**src/rtl/dmem_bridge.sv**
```systemverilog
// Bridge between CPU data-memory ports and a word-wide synchronous-read RAM:
// lane steering, load extension, sb/sh read-modify-write and CPU stall control.
module dmem_bridge #(
  parameter int          ADDR_W    = 11,
  parameter logic [31:0] BASE_ADDR = 32'h1001_0000
) (
  input  logic              clk,
  input  logic              rst,
  input  logic              cpu_req,
  input  logic [31:0]       cpu_addr,
  input  logic [31:0]       cpu_wdata,
  input  logic              is_lw,
  input  logic              is_lb,
  input  logic              is_lh,
  input  logic              is_lbu,
  input  logic              is_lhu,
  input  logic              is_sw,
  input  logic              is_sb,
  input  logic              is_sh,
  output logic [31:0]       cpu_rdata,
  output logic              stall,
  output logic              misalign_err,
  output logic              ram_en,
  output logic              ram_we,
  output logic [ADDR_W-1:0] ram_addr,
  output logic [31:0]       ram_wdata,
  input  logic [31:0]       ram_rdata
);

  typedef enum logic [1:0] {IDLE, LD_DONE, RMW_WR} state_t;

  localparam logic [1:0] SZ_BYTE = 2'd0;
  localparam logic [1:0] SZ_HALF = 2'd1;
  localparam logic [1:0] SZ_WORD = 2'd2;

  state_t            state, state_nxt;
  logic [1:0]        off_q, size_q;
  logic              sign_q;
  logic [ADDR_W-1:0] addr_q;
  logic [15:0]       data_q;

  logic [31:0] rel;
  logic        unused_hi;
  logic        is_load, is_part_store, misalign;
  logic [1:0]  size_d;
  logic [7:0]  ld_byte;
  logic [15:0] ld_half;
  logic [31:0] ld_ext, merged;

  // Addresses above the RAM simply wrap: only the low word-index bits are kept.
  assign rel       = cpu_addr - BASE_ADDR;
  assign unused_hi = ^rel[31:ADDR_W+2];

  assign is_load       = is_lw | is_lb | is_lh | is_lbu | is_lhu;
  assign is_part_store = is_sb | is_sh;
  assign misalign      = ((is_lw | is_sw) & (|cpu_addr[1:0]))
                       | ((is_lh | is_lhu | is_sh) & cpu_addr[0]);
  assign size_d        = (is_lw | is_sw) ? SZ_WORD :
                         (is_lh | is_lhu | is_sh) ? SZ_HALF : SZ_BYTE;

  always_ff @(posedge clk) begin
    if (rst) begin
      state  <= IDLE;
      off_q  <= '0;
      size_q <= '0;
      sign_q <= 1'b0;
      addr_q <= '0;
      data_q <= '0;
    end else begin
      state <= state_nxt;
      if (state == IDLE && cpu_req && !misalign && (is_load || is_part_store)) begin
        off_q  <= rel[1:0];
        size_q <= size_d;
        sign_q <= is_lb | is_lh;
        addr_q <= rel[ADDR_W+1:2];
        data_q <= cpu_wdata[15:0];
      end
    end
  end

  // Lane selection for loads and lane replacement for read-modify-write stores.
  always_comb begin
    case (off_q)
      2'd0:    ld_byte = ram_rdata[7:0];
      2'd1:    ld_byte = ram_rdata[15:8];
      2'd2:    ld_byte = ram_rdata[23:16];
      default: ld_byte = ram_rdata[31:24];
    endcase
    ld_half = off_q[1] ? ram_rdata[31:16] : ram_rdata[15:0];
    case (size_q)
      SZ_WORD: ld_ext = ram_rdata;
      SZ_HALF: ld_ext = {{16{sign_q & ld_half[15]}}, ld_half};
      default: ld_ext = {{24{sign_q & ld_byte[7]}}, ld_byte};
    endcase
    merged = ram_rdata;
    if (size_q == SZ_BYTE) begin
      case (off_q)
        2'd0:    merged[7:0]   = data_q[7:0];
        2'd1:    merged[15:8]  = data_q[7:0];
        2'd2:    merged[23:16] = data_q[7:0];
        default: merged[31:24] = data_q[7:0];
      endcase
    end else if (off_q[1]) begin
      merged[31:16] = data_q;
    end else begin
      merged[15:0] = data_q;
    end
  end

  always_comb begin
    state_nxt    = state;
    stall        = 1'b0;
    misalign_err = 1'b0;
    ram_en       = 1'b0;
    ram_we       = 1'b0;
    ram_addr     = rel[ADDR_W+1:2];
    ram_wdata    = cpu_wdata;
    cpu_rdata    = '0;
    case (state)
      IDLE: begin
        if (cpu_req) begin
          if (misalign) begin
            misalign_err = 1'b1;
          end else if (is_load) begin
            ram_en    = 1'b1;
            stall     = 1'b1;
            state_nxt = LD_DONE;
          end else if (is_sw) begin
            ram_en = 1'b1;
            ram_we = 1'b1;
          end else if (is_part_store) begin
            ram_en    = 1'b1;
            stall     = 1'b1;
            state_nxt = RMW_WR;
          end
        end
      end
      LD_DONE: begin
        cpu_rdata = ld_ext;
        state_nxt = IDLE;
      end
      RMW_WR: begin
        ram_en    = 1'b1;
        ram_we    = 1'b1;
        ram_addr  = addr_q;
        ram_wdata = merged;
        state_nxt = IDLE;
      end
      default: state_nxt = IDLE;
    endcase
    // Reset must also kill an in-flight RMW write so no partial word lands in RAM.
    if (rst) begin
      stall        = 1'b0;
      misalign_err = 1'b0;
      ram_en       = 1'b0;
      ram_we       = 1'b0;
      cpu_rdata    = '0;
      state_nxt    = IDLE;
    end
  end

endmodule

```
**config.mk**
```make
export PLATFORM = sky130hd
export DESIGN_NAME = dmem_bridge
export DESIGN_NICKNAME = d
export VERILOG_FILES = /design/src/rtl/dmem_bridge.sv
export SDC_FILE = /design/constraint.sdc
export NUM_CORES = 1
export LEC_CHECK = 0
export CORE_MARGIN = 2
export CORE_UTILIZATION = 41
export DETAILED_ROUTE_END_ITERATION = 10
export GPL_ROUTABILITY_DRIVEN = 0
export GPL_TIMING_DRIVEN = 1
export HOLD_SLACK_MARGIN = 0.15
export PLACE_DENSITY = 0.88
export SLEW_MARGIN = 15
export SYNTH_ARGS = -nofsm -noshare
export SYNTH_HDL_FRONTEND = slang
export SYNTH_SLANG_ARGS = --single-unit
```
**constraint.sdc**
```tcl
create_clock -name clk -period 5.1 [get_ports clk]
set_clock_uncertainty 0.05 [all_clocks]
set_input_delay 1.53 -clock clk [delete_from_list [all_inputs] [get_ports clk]]
set_output_delay 1.53 -clock clk [all_outputs]
set_load 0.05 [all_outputs]
```
# ---- After elaboration in Yosys (flattened, before gate mapping)
# Index checks and enable logic that the tools add are counted.
dict set report totals {
  ff_bits 34
  input_bits 107
  output_inout_bits 79
  wordCells 85
}
dict set report classes {
  addsub 1
  eq_ne 7
  n_mux 42
  bitwise_logic 16
  reduce_logical 13
}
# cell n
set op_table {}
lappend op_table {{$mux W32} 4}
lappend op_table {{$pmux W32 S2} 1}
lappend op_table {{$mux W16} 3}
lappend op_table {{$mux W8} 4}
lappend op_table {{$pmux W8 S3} 1}
lappend op_table {{$mux W1} 22}
lappend op_table {{$sub A13 B1 Y13 const B} 1}
lappend op_table {{$mux W11} 1}
lappend op_table {{$or A1 B1 Y1} 10}
lappend op_table {{$mux W2} 4}
lappend op_table {{$eq A2 B1 Y1 const B} 3}
lappend op_table {{$eq A2 B2 Y1 const B} 3}
lappend op_table {{$logic_not A2 Y1} 3}
lappend op_table {{$and A1 B1 Y1} 4}
lappend op_table {{$pmux W1 S2} 2}
lappend op_table {{$reduce_and A4 Y1} 1}
lappend op_table {{$reduce_or A2 Y1} 2}
lappend op_table {{$logic_and A1 B1 Y1} 3}
lappend op_table {{$reduce_or A3 Y1} 1}
lappend op_table {{$ne A2 B1 Y1 const B} 1}
lappend op_table {{$not A1 Y1} 2}
lappend op_table {{$reduce_bool A2 Y1} 1}
lappend op_table {{$logic_not A1 Y1} 1}
lappend op_table {{$logic_or A1 B1 Y1} 1}

# ---- Depth between registers and ports, before layout
dict set report depth {
  ltp_word 9
  depth_mapped 7
  mapped_depth_nobuf 6
}

# ---- Worst setup path before layout
# No wires, ideal clock.
dict set report synth_timing {
  path_kind {input -> output}
  from {input port cpu_req}
  to {output port ram_we}
  arrival_time_ns 3.458
  t_required_ns 3.520
  slack_ns 0.062
  stages 4
  n_path_buf 0
  path_cell_list {or3b_1 nor4b_1 a21oi_1 nor3_1}
}
dict set report synth_between {
  elab_chain_len 3
}
# element line_no
set synth_rtl {}
lappend synth_rtl {{start: declaration} 9} ;# input logic cpu_req,
lappend synth_rtl {{$mux W1} 121} ;# if (cpu_req) begin
lappend synth_rtl {{$pmux W1 S2} 119} ;# case (state)
lappend synth_rtl {{$mux W1} 152} ;# if (rst) begin
lappend synth_rtl {{end: declaration} 24} ;# output logic ram_we,
# Every way passes these cells.

# ---- Worst setup path in the final report
dict set report layout_timing {
  from {input port cpu_req}
  to {output port stall}
}
dict set report layout_between {
  elab_chain_len 3
}
# element line_no
set layout_rtl {}
lappend layout_rtl {{$mux W1} 121}
lappend layout_rtl {{$mux W1} 119}
lappend layout_rtl {{$mux W1} 152}
lappend layout_rtl {{end: declaration} 21} ;# output logic stall,
# Every way passes these cells.

==> summary.txt <==
Synthesis
  – Ys flop type: dfxtp_1
  – Synth Instances: 430
  – EDFF count, synth: 0
  – Yosys Warn Count: 0
  – Area of the mapped netlist: ~3000 µm²
  – Yosys reg bits: 34
  – Syn nets: 540
  – Largest area contributor in the netlist: dfxtp_1
  – Sequential area share after synthesis: 22.9%
  – Yosys top cell area share: 22.9%
  – Syn avg cell area: 6.92 µm²
  – Synth top area cells: dfxtp_1 23%, o21ai_0 11%, nand2_1 9.0%, a21oi_1 8.9%, mux2_2 6.4%
  – Asr flop ratio synth: 0%
  – Cell variety after synth: 39

CTS
  – Root Buffer: clkbuf_8
  – TritonCTS clock tree: yes
  – CTS Buf Count: 5
  – Hold-fix buffers at CTS: 0
  – Number of H-tree levels: 2
  – TritonCTS Sinks: 34
  – Clock tree buffer depth: 2
  – Worst skew pair latency: 0.28 ns
  – Reg clk slew, reported paths: 0.07 ns

Global route
  – Busiest grt layer: met2
  – Total track usage: 27.2%
  – Pin count of the biggest net entering global routing: 49
  – Met1 GRT Util: approximately 33%
  – Met2 Use GR: 48.2%
  – First-pass GRT wire length: 17200 µm
  – Number of global-route vias before repair: 3492
  – Total gr overflow: 0
  – Initial antenna violation count: 0
  – Global Route met3 Usage: 4.16%

Floorplan
  – Initial core utilization: 41.7%
  – Ports: approximately 190
  – DIE HEIGHT: 89.2 µm
  – Die ar.: 7960 µm²
  – Std cell rows: 31
  – Die Wd: 89.2 µm
  – Core ar.: 7140 µm²

Cells and area
  – Nets: just under 700
  – Most common cell after layout, fill and taps aside: clkdlybuf4s50_1
  – Post-layout util: 70.7%
  – Layout area overhead: 69.4%
  – Commonest cells after routing, fill and taps aside: 105 x clkdlybuf4s50_1, 71 x nand2_1, 68 x o21ai_0, 53 x a21oi_1, 36 x buf_12
  – Final Cell Area: 5040 µm²
  – Share of layout cells above drive strength 1: a little under a fifth

Worst setup path
  – CP Launch Type: primary input
  – Critical Path End Type: output port
  – Crit-path max FO: 4
  – CP arrival: 3.35 ns
  – FF-to-FF Start: state[0]
  – Critical Path RT: 3.52 ns
  – Worst Setup SP: cpu_req
  – Crit path kind: in -> out

Placed design
  – Pre-CTS WS: 0.170 ns
  – Dpl hpwl: 8860 µm
  – Number of port buffers: 166
  – Placed cell areas: 4950 µm²

Status
  – Outcome: finished, final reports clean

Pwr
  – Maximum vdd drop: 152 µV
  – Pwr per Cell Area: about 160 nW/µm²
  – Overall power: 0.000816 W
  – Leakage power: about 1.9 nW

STA
  – Hold Fails Final Rpt: 0
  – Max Slew Vio Count: 0
  – Rel. slew slack: 41.1%
  – # setup viols final: 0
  – Highest Clock Rate: 0.203 GHz
  – Final TNS setup: 0 ns
  – Worst Tran Pin Value: 0.884 ns
  – RSZ-0062 raised after global routing: no
  – Final worst path period share: 96.6%
  – Setup ws final: around 0.17 ns
  – Min Tclk post-route: 4.93 ns

Hold path
  – Hold Path Class: reg -> reg
  – Min-Delay Startpoint: addr_q[5]

Drt
  – Post-DR wirelength/cell: about 17 µm
  – DRC Markers: 0
  – Via count: 3847
  – DRT antenna net count: 0
  – DRT Wirelength: 11500 µm
  – Iter 0 DRT Violations: 301
  – Pre-antenna DRT Iters: 5
  – Vias per cell: 5.73

Flow run
  – Max-cap violations: 0
==> per-stage QoR <==
stage / instances / hold WS, ns
2_1_floorplan: 430 / 0.401
3_3_place_gp: 663 / 0.411
3_5_place_dp: 663 / 0.418
4_1_cts: 670 / 0.429
5_1_grt: 670 / 0.446
6_report: 671 / 0.427
==> synthesized netlist by cell type (2+ instances only) <==
| library cell | n |
|---|---|
| a222oi_1 | 6 |
| nor2b_1 | 2 |
| nor4_1 | 2 |
| a211oi_1 | 2 |
| mux2_2 | 17 |
| clkbuf_1 | 33 |
| inv_1 | 6 |
| nor2_1 | 11 |
| nand2b_1 | 2 |
| nor3_1 | 9 |
| nand3b_1 | 7 |
| a31oi_2 | 4 |
| buf_6 | 2 |
| or3b_1 | 2 |
| nand2_1 | 71 |
| a31oi_1 | 5 |
| o22ai_1 | 3 |
| a21oi_2 | 4 |
| mux2i_1 | 18 |
| buf_2 | 6 |
| a21oi_1 | 53 |
| o2bb2ai_1 | 14 |
| a21o_1 | 2 |
| and2_1 | 3 |
| nand3_1 | 29 |
| dfxtp_1 | 34 |
| o21ai_0 | 68 |
| ha_1 | 3 |
| o31ai_1 | 2 |
==> what timing repair did <==
item,CTS,global route
setup buffers,0,0
hold endpoints to repair,0,0
gates resized for setup,0,2
setup endpoints to repair,0,2
==> report_power, final <==
part           internal (W)  switching (W)  leakage, nW
clock network     0.0000939      0.0000880       0.0383
logic              0.000147       0.000202         1.56
registers          0.000276     0.00000880        0.276
==> sequential cells by signal, indices dropped and copies added, names as in the netlist <==
register  count
data_q       16
addr_q       11
state         2
sign_q        1
off_q         2
size_q        2
==> layout make-up <==
cell class / instances / area [µm²]
Antenna cell: 1 / 2.50
Fill cell: 562 / 2090
Multi-Input combinational cell: 349 / 2110
Clock buffer: 7 / 76.3
Inverter: 6 / 22.5
Tap cell: 99 / 124
Timing Repair Buffer: 175 / 2030
Sequential cell: 34 / 681
==> worst max-delay path, stage by stage <==
cell and delay (ns):
clkdlybuf4s50_1 0.46, or3b_1 0.38, buf_4 0.17, or3_1 0.38, a21oi_1 0.25, buf_12 0.18
==> worst paths after layout <==
path / endpoint / slack (ns) / cells past startpoint
setup / recovery: stall / 0.17 / 6
hold / removal: addr_q[5] / 0.43 / 2
setup reg to reg: sign_q / 2.98 / 5
hold reg to reg: addr_q[5] / 0.43 / 2
==> cells by family after synthesis <==
group,synth area share (%)
flip-flops,22.9
AO/OA/AOI/OAI,33.6
buffers and inverters,6.68
multiplexers,13.2
AND/OR/NAND/NOR,22.4
adder cells (fa/ha/maj),1.26
==> metal layers <==
layer | vias to the layer above | share of wire, %
met1 | 1767 | 39
met5 | - | 0
met3 | 27 | 8.6
li1 | 1853 | -
met4 | 0 | 2.9
met2 | 200 | 49
Power figures use the tool's default switching activity.
